File: src/rtl/fifo_uart_tx.sv
// ---------------------------------------------------------------------------
// fifo_uart_tx
//
// Drains an 8-bit synchronous FIFO from its read side and sends each byte as
// an 8N1 serial frame: one start bit (0), eight data bits LSB first, and one
// stop bit (1). Each bit lasts CLKS_PER_BIT clock cycles.
//
// Sequence per byte: FETCH pops the FIFO, LOAD captures the read data, then
// START / DATA x8 / STOP drive the line. When the FIFO still holds data and
// transmission is enabled at the end of STOP, the next FETCH follows directly,
// so back-to-back frames start every 10*CLKS_PER_BIT + 2 cycles.
//
// Parameters
//   CLKS_PER_BIT  clock cycles per serial bit, 2..65535
//
// Ports
//   clk         in   clock, rising edge
//   rst_n       in   asynchronous active-low reset
//   enable      in   allows new frames to start (sampled in IDLE and in the
//                    last STOP cycle only)
//   fifo_empty  in   FIFO empty flag
//   fifo_dout   in   FIFO read data, valid the cycle after fifo_read
//   fifo_read   out  one-cycle pop strobe to the FIFO
//   tx          out  serial line, idles high, registered
//   busy        out  high whenever a frame is in progress (state != IDLE)
//   frame_done  out  one-cycle pulse in the last cycle of the stop bit
//   sent_count  out  completed frame count, wraps 255 -> 0
// ---------------------------------------------------------------------------
module fifo_uart_tx #(
  parameter int CLKS_PER_BIT = 16
) (
  input  logic       clk,
  input  logic       rst_n,
  input  logic       enable,
  input  logic       fifo_empty,
  input  logic [7:0] fifo_dout,
  output logic       fifo_read,
  output logic       tx,
  output logic       busy,
  output logic       frame_done,
  output logic [7:0] sent_count
);

  // Baud counter is just wide enough to hold 0..CLKS_PER_BIT-1.
  localparam int CW = (CLKS_PER_BIT > 1) ? $clog2(CLKS_PER_BIT) : 1;
  localparam logic [CW-1:0] BAUD_LAST     = CW'(CLKS_PER_BIT - 1);
  localparam logic [CW-1:0] BAUD_PRE_LAST = CW'(CLKS_PER_BIT - 2);

  typedef enum logic [2:0] {
    IDLE  = 3'd0,
    FETCH = 3'd1,
    LOAD  = 3'd2,
    START = 3'd3,
    DATA  = 3'd4,
    STOP  = 3'd5
  } state_t;

  state_t        state_reg;
  logic [CW-1:0] baud_reg;
  logic [2:0]    bit_idx_reg;
  logic [7:0]    shreg_reg;
  logic          tx_reg;
  logic          fifo_read_reg;
  logic          busy_reg;
  logic          frame_done_reg;
  logic [7:0]    sent_count_reg;

  logic baud_last;
  logic launch;

  assign baud_last = (baud_reg == BAUD_LAST);
  // A new frame may only begin when there is something to pop; this is the
  // sole path into FETCH, so the FIFO can never be read while empty.
  assign launch    = enable & ~fifo_empty;

  // All outputs are registered: each one is set on the edge that enters the
  // state in which it must be visible, so it lines up exactly with the state.
  always_ff @(posedge clk or negedge rst_n) begin
    if (!rst_n) begin
      state_reg      <= IDLE;
      baud_reg       <= '0;
      bit_idx_reg    <= 3'd0;
      shreg_reg      <= 8'h00;
      tx_reg         <= 1'b1;
      fifo_read_reg  <= 1'b0;
      busy_reg       <= 1'b0;
      frame_done_reg <= 1'b0;
      sent_count_reg <= 8'h00;
    end else begin
      // Strobes default low; they are raised for exactly one cycle below.
      fifo_read_reg  <= 1'b0;
      frame_done_reg <= 1'b0;

      case (state_reg)
        IDLE: begin
          if (launch) begin
            state_reg     <= FETCH;
            fifo_read_reg <= 1'b1;
            busy_reg      <= 1'b1;
          end
        end

        FETCH: begin
          // The FIFO registers the pop now; its data appears during LOAD.
          state_reg <= LOAD;
        end

        LOAD: begin
          shreg_reg <= fifo_dout;
          baud_reg  <= '0;
          tx_reg    <= 1'b0;          // start bit begins next cycle
          state_reg <= START;
        end

        START: begin
          if (baud_last) begin
            baud_reg    <= '0;
            bit_idx_reg <= 3'd0;
            tx_reg      <= shreg_reg[0];
            state_reg   <= DATA;
          end else begin
            baud_reg <= baud_reg + CW'(1);
          end
        end

        DATA: begin
          if (baud_last) begin
            baud_reg  <= '0;
            shreg_reg <= {1'b0, shreg_reg[7:1]};
            if (bit_idx_reg == 3'd7) begin
              tx_reg    <= 1'b1;      // stop bit
              state_reg <= STOP;
            end else begin
              bit_idx_reg <= bit_idx_reg + 3'd1;
              // The register has not shifted yet, so the next bit is [1].
              tx_reg      <= shreg_reg[1];
            end
          end else begin
            baud_reg <= baud_reg + CW'(1);
          end
        end

        STOP: begin
          // Raise the pulse one cycle early so the registered output is high
          // during the final stop cycle. BAUD_PRE_LAST is 0 when
          // CLKS_PER_BIT = 2, which still leaves one cycle of lead.
          if (baud_reg == BAUD_PRE_LAST) begin
            frame_done_reg <= 1'b1;
          end
          if (baud_last) begin
            baud_reg       <= '0;
            sent_count_reg <= sent_count_reg + 8'd1;
            if (launch) begin
              // Refetch directly; the line stays high through FETCH/LOAD.
              state_reg     <= FETCH;
              fifo_read_reg <= 1'b1;
            end else begin
              state_reg <= IDLE;
              busy_reg  <= 1'b0;
            end
          end else begin
            baud_reg <= baud_reg + CW'(1);
          end
        end

        default: begin
          // Unused encodings recover to a quiet idle line.
          state_reg <= IDLE;
          baud_reg  <= '0;
          tx_reg    <= 1'b1;
          busy_reg  <= 1'b0;
        end
      endcase
    end
  end

  assign fifo_read  = fifo_read_reg;
  assign tx         = tx_reg;
  assign busy       = busy_reg;
  assign frame_done = frame_done_reg;
  assign sent_count = sent_count_reg;

endmodule

File: config.mk
export PLATFORM = sky130hd
export DESIGN_NAME = fifo_uart_tx
export DESIGN_NICKNAME = d
export VERILOG_FILES = /design/src/rtl/fifo_uart_tx.sv
export SDC_FILE = /design/constraint.sdc
export NUM_CORES = 1
export LEC_CHECK = 0
export CAP_MARGIN = 10
export CORE_MARGIN = 10
export CORE_UTILIZATION = 46
export DETAILED_ROUTE_END_ITERATION = 8
export PLACE_DENSITY_LB_ADDON = 0.12
export SKIP_CTS_REPAIR_TIMING = 1
export SLEW_MARGIN = 25
export SYNTH_ARGS = -nofsm -noshare
export SYNTH_HDL_FRONTEND = slang
export SYNTH_SLANG_ARGS = --single-unit
export TNS_END_PERCENT = 50
File: constraint.sdc
create_clock -name clk -period 1.6 [get_ports clk]
set_clock_uncertainty 0.15 [all_clocks]
set_input_delay 0.32 -clock clk [delete_from_list [all_inputs] [get_ports clk]]
set_output_delay 0.32 -clock clk [all_outputs]
set_load 0.05 [all_outputs]
==> key figures <==
STA
  • Worst relative slew slack: 82.4%
  • Number of pins with negative max-slew slack in the final report: 0
  • Fin crit period: 1.69 ns
  • Setup TNS: -0.652 ns
  • Setup violations, final: 10
  • Tightest Pin Transition: 0.261 ns
  • Unrepaired setup endpoints after global routing: true
  • Period utilisation layout: 106%
  • Max frequency: 592 MHz
  • Final setup margin: -0.0893 ns
  • Final hold viol count: 0

Die
  • Std cell rows: 21
  • IO Pins: 24
  • Core area: 3310 um^2
  • Vert. Die Dim: 78.4 um
  • Die area: 6140 um^2
  • Initial Util: 47.4%
  • Die width: 78.4 um

Worst setup path
  • Crit path DAT: 1.77 ns
  • Critical Path RT: 1.68 ns
  • Worst setup path class: reg2reg
  • R2R setup slack: -0.09 ns
  • CP endpoint kind: flip-flop
  • CP max FO: 6
  • CP Launch Type: flip-flop

Clocking
  • Clk sinks: 30
  • H-tree level count: 2
  • Clock-pin transition on the worst setup and hold timing paths: 0.10 ns
  • Clock Path Buffers: 2
  • TritonCTS clock tree: built
  • Clock latency on the worst-skew pair: 0.35 ns
  • Root Buffer: clkbuf_4
  • Num CTS Buffers: 5

Placement
  • GPL Wtd Cong: 0.866
  • Placed cell area: 2120 um^2
  • Hpwl dp: 2560 um
  • Port Buffers: 23
  • Place WS: -0.152 ns

Power and ir drop
  • Power share of the clock group: 19.3%
  • P_sw: 1070 uW
  • Switching Fraction: 34.3%
  • VDD IR max: 0.830 mV
  • P_leak: 0.00110 uW
  • Comb pwr share: 43.5%
  • Int Pwr: 2050 uW
  • Power Density: 1300 nW/um^2
  • Seq pwr share: 37.2%

Yosys
  • Share of the synthesized area in the top cell type: 46.3%
  • Syn. warnings: 0
  • Synth area leader: dfrtp_1
  • Register area share after synthesis: 48.0%
  • Count of flip-flops with a built-in enable after synthesis: 0
  • Top cells by count, synth: 29 x dfrtp_1, 17 x mux2_2, 9 x a21oi_1, 9 x nand2_1
  • Syn avg cell area: 11.2 um^2
  • Area contributors post-synth: dfrtp_1 46%, mux2_2 12%, ha_1 4.0%, xnor2_1 3.4%, a21oi_1 2.9%
  • Ys async rst share: 100%
  • Most common cell in the netlist: dfrtp_1
  • Netlist Area Pre-Place: 1570 um^2
  • Syn_nets: 157
  • Unique masters post-synth: 36
  • Main synth FF type: dfrtp_1
  • Post-synthesis cell count: 140
  • Synth Register Bits: 30

Route
  • Routed WL per cell: 15.7 um
  • DR vias: 1268
  • Post-Route WL: 3750 um
  • First-iteration detailed-routing DRC count: 117
  • DRT antenna net count: 0
  • DRT Pass-1 Iters: 4
  • DR DRC count: 0
  • Vias/cell: 5.31

GRT
  • Initial antenna violation count: 0
  • Global-route wire length before repair: 5690 um
  • Global route overflow: 0
  • Number of global-route vias before repair: 1222
  • Pin count of the biggest net entering global routing: 20
  • Total GRT Usage: 11.4%

Final layout
  • Fin area: 2400 um^2
  • Share of post-route cells with drive strength above 1: 45.1%
  • Final #Nets: 209
  • Fill cells: 229
  • ANT cells: 0
  • Area grow syn2layout: 52.9%

Worst hold path
  • HP Class: in2async

Job
  • # Max-Cap Violations: 0

Status
  • Status: complete, but fails checks
  • Failing checks: negative setup slack
worst paths after layout:
| check | startpoint | to | cells past startpoint |
|---|---|---|---|
| min | rst_n | baud_reg[3] | 2 |
| max in group asynchronous | rst_n | state_reg[0] | 2 |
| max reg2reg | baud_reg[0] | shreg_reg[5] | 6 |
| min reg2reg | shreg_reg[3] | shreg_reg[3] | 1 |
| max | baud_reg[0] | shreg_reg[5] | 6 |
| min in group clk | shreg_reg[3] | shreg_reg[3] | 1 |
layout by cell type (no fill, tap or decap), drive strengths merged, types with 2 or more instances in the layout:
master         Yosys  routed
o32ai              3       3
nor2b              2       2
xnor2              6       6
a221oi             2       2
a22o               2       2
clkinv             0       2
a21oi             11      11
and3               6       6
clkbuf             2       5
nor4               2       2
nor2               8       8
nor3               2       2
nand4              5       5
mux2              18      18
dfrtp             29      29
and4               2       2
o21ai              6       6
nand3              2       2
nand2b             2       2
clkdlybuf4s50      0      11
nand2              9       9
ha                 5       5
buf                5      41
inv                4       4
cell type report:
type,count,area [um^2],area share (%)
Sequential cell,30,754,31.5
Timing Repair Buffer,52,604,25.2
Tap cell,46,57.6,2.40
Multi-Input combinational cell,99,888,37.1
Clock buffer,5,37.5,1.57
Inverter,4,15.0,0.626
Clock inverter,3,40.0,1.67
metal layers:
layer / vias to the layer above / GRT usage (%) / wire (um) / part of all wire, %
met3: 9 / 3.76 / 174 / 4.6
met5: - / 0 / 0 / 0
met4: 0 / 4.84 / 70 / 1.9
met2: 33 / 18.3 / 1810 / 48
met1: 614 / 13.6 / 1690 / 45
li1: 612 / - / - / -
worst max-delay path: stages (launching register included):
cell and delay (ns):
dfrtp_1 0.40, ha_4 0.17, and3_4 0.22, a21oi_4 0.07
nor2_4 0.14, buf_12 0.14, mux2_4 0.29
power groups by stage:
stage | clock [uW] | combinational [uW] | sequential [uW]
after detailed placement | 0 | 1110 | 1150
after CTS | 611 | 1120 | 1140
after floorplan | 0 | 679 | 1180
after global routing | 644 | 1470 | 1180
after global placement | 0 | 1080 | 1140
final | 604 | 1360 | 1160
metrics by stage:
| step | utilization (%) | cells | hold WS, ns | power, uW |
|---|---|---|---|---|
| finish | 72.4 | 239 | 0.142 | 3120 |
| floorplan | - | 140 | -0.126 | 1860 |
| global route | 72.4 | 239 | 0.175 | 3300 |
| global placement | 63.9 | 226 | 0.334 | 2220 |
| CTS | 66.3 | 234 | 0.145 | 2870 |
| detailed placement | 63.9 | 226 | 0.342 | 2260 |
cells by family after synthesis:
logic type / Yosys count / synth area share [%]
muxes: 18 / 13.2
DFF: 30 / 48.0
AOI/OAI and AO/OA: 26 / 10.7
buffers and inverters: 11 / 4.63
xor gates and xnor gates: 7 / 3.91
and+or+nand+nor: 43 / 15.6
adders and majority gates: 5 / 3.99
(Power assumes the default switching activity.)
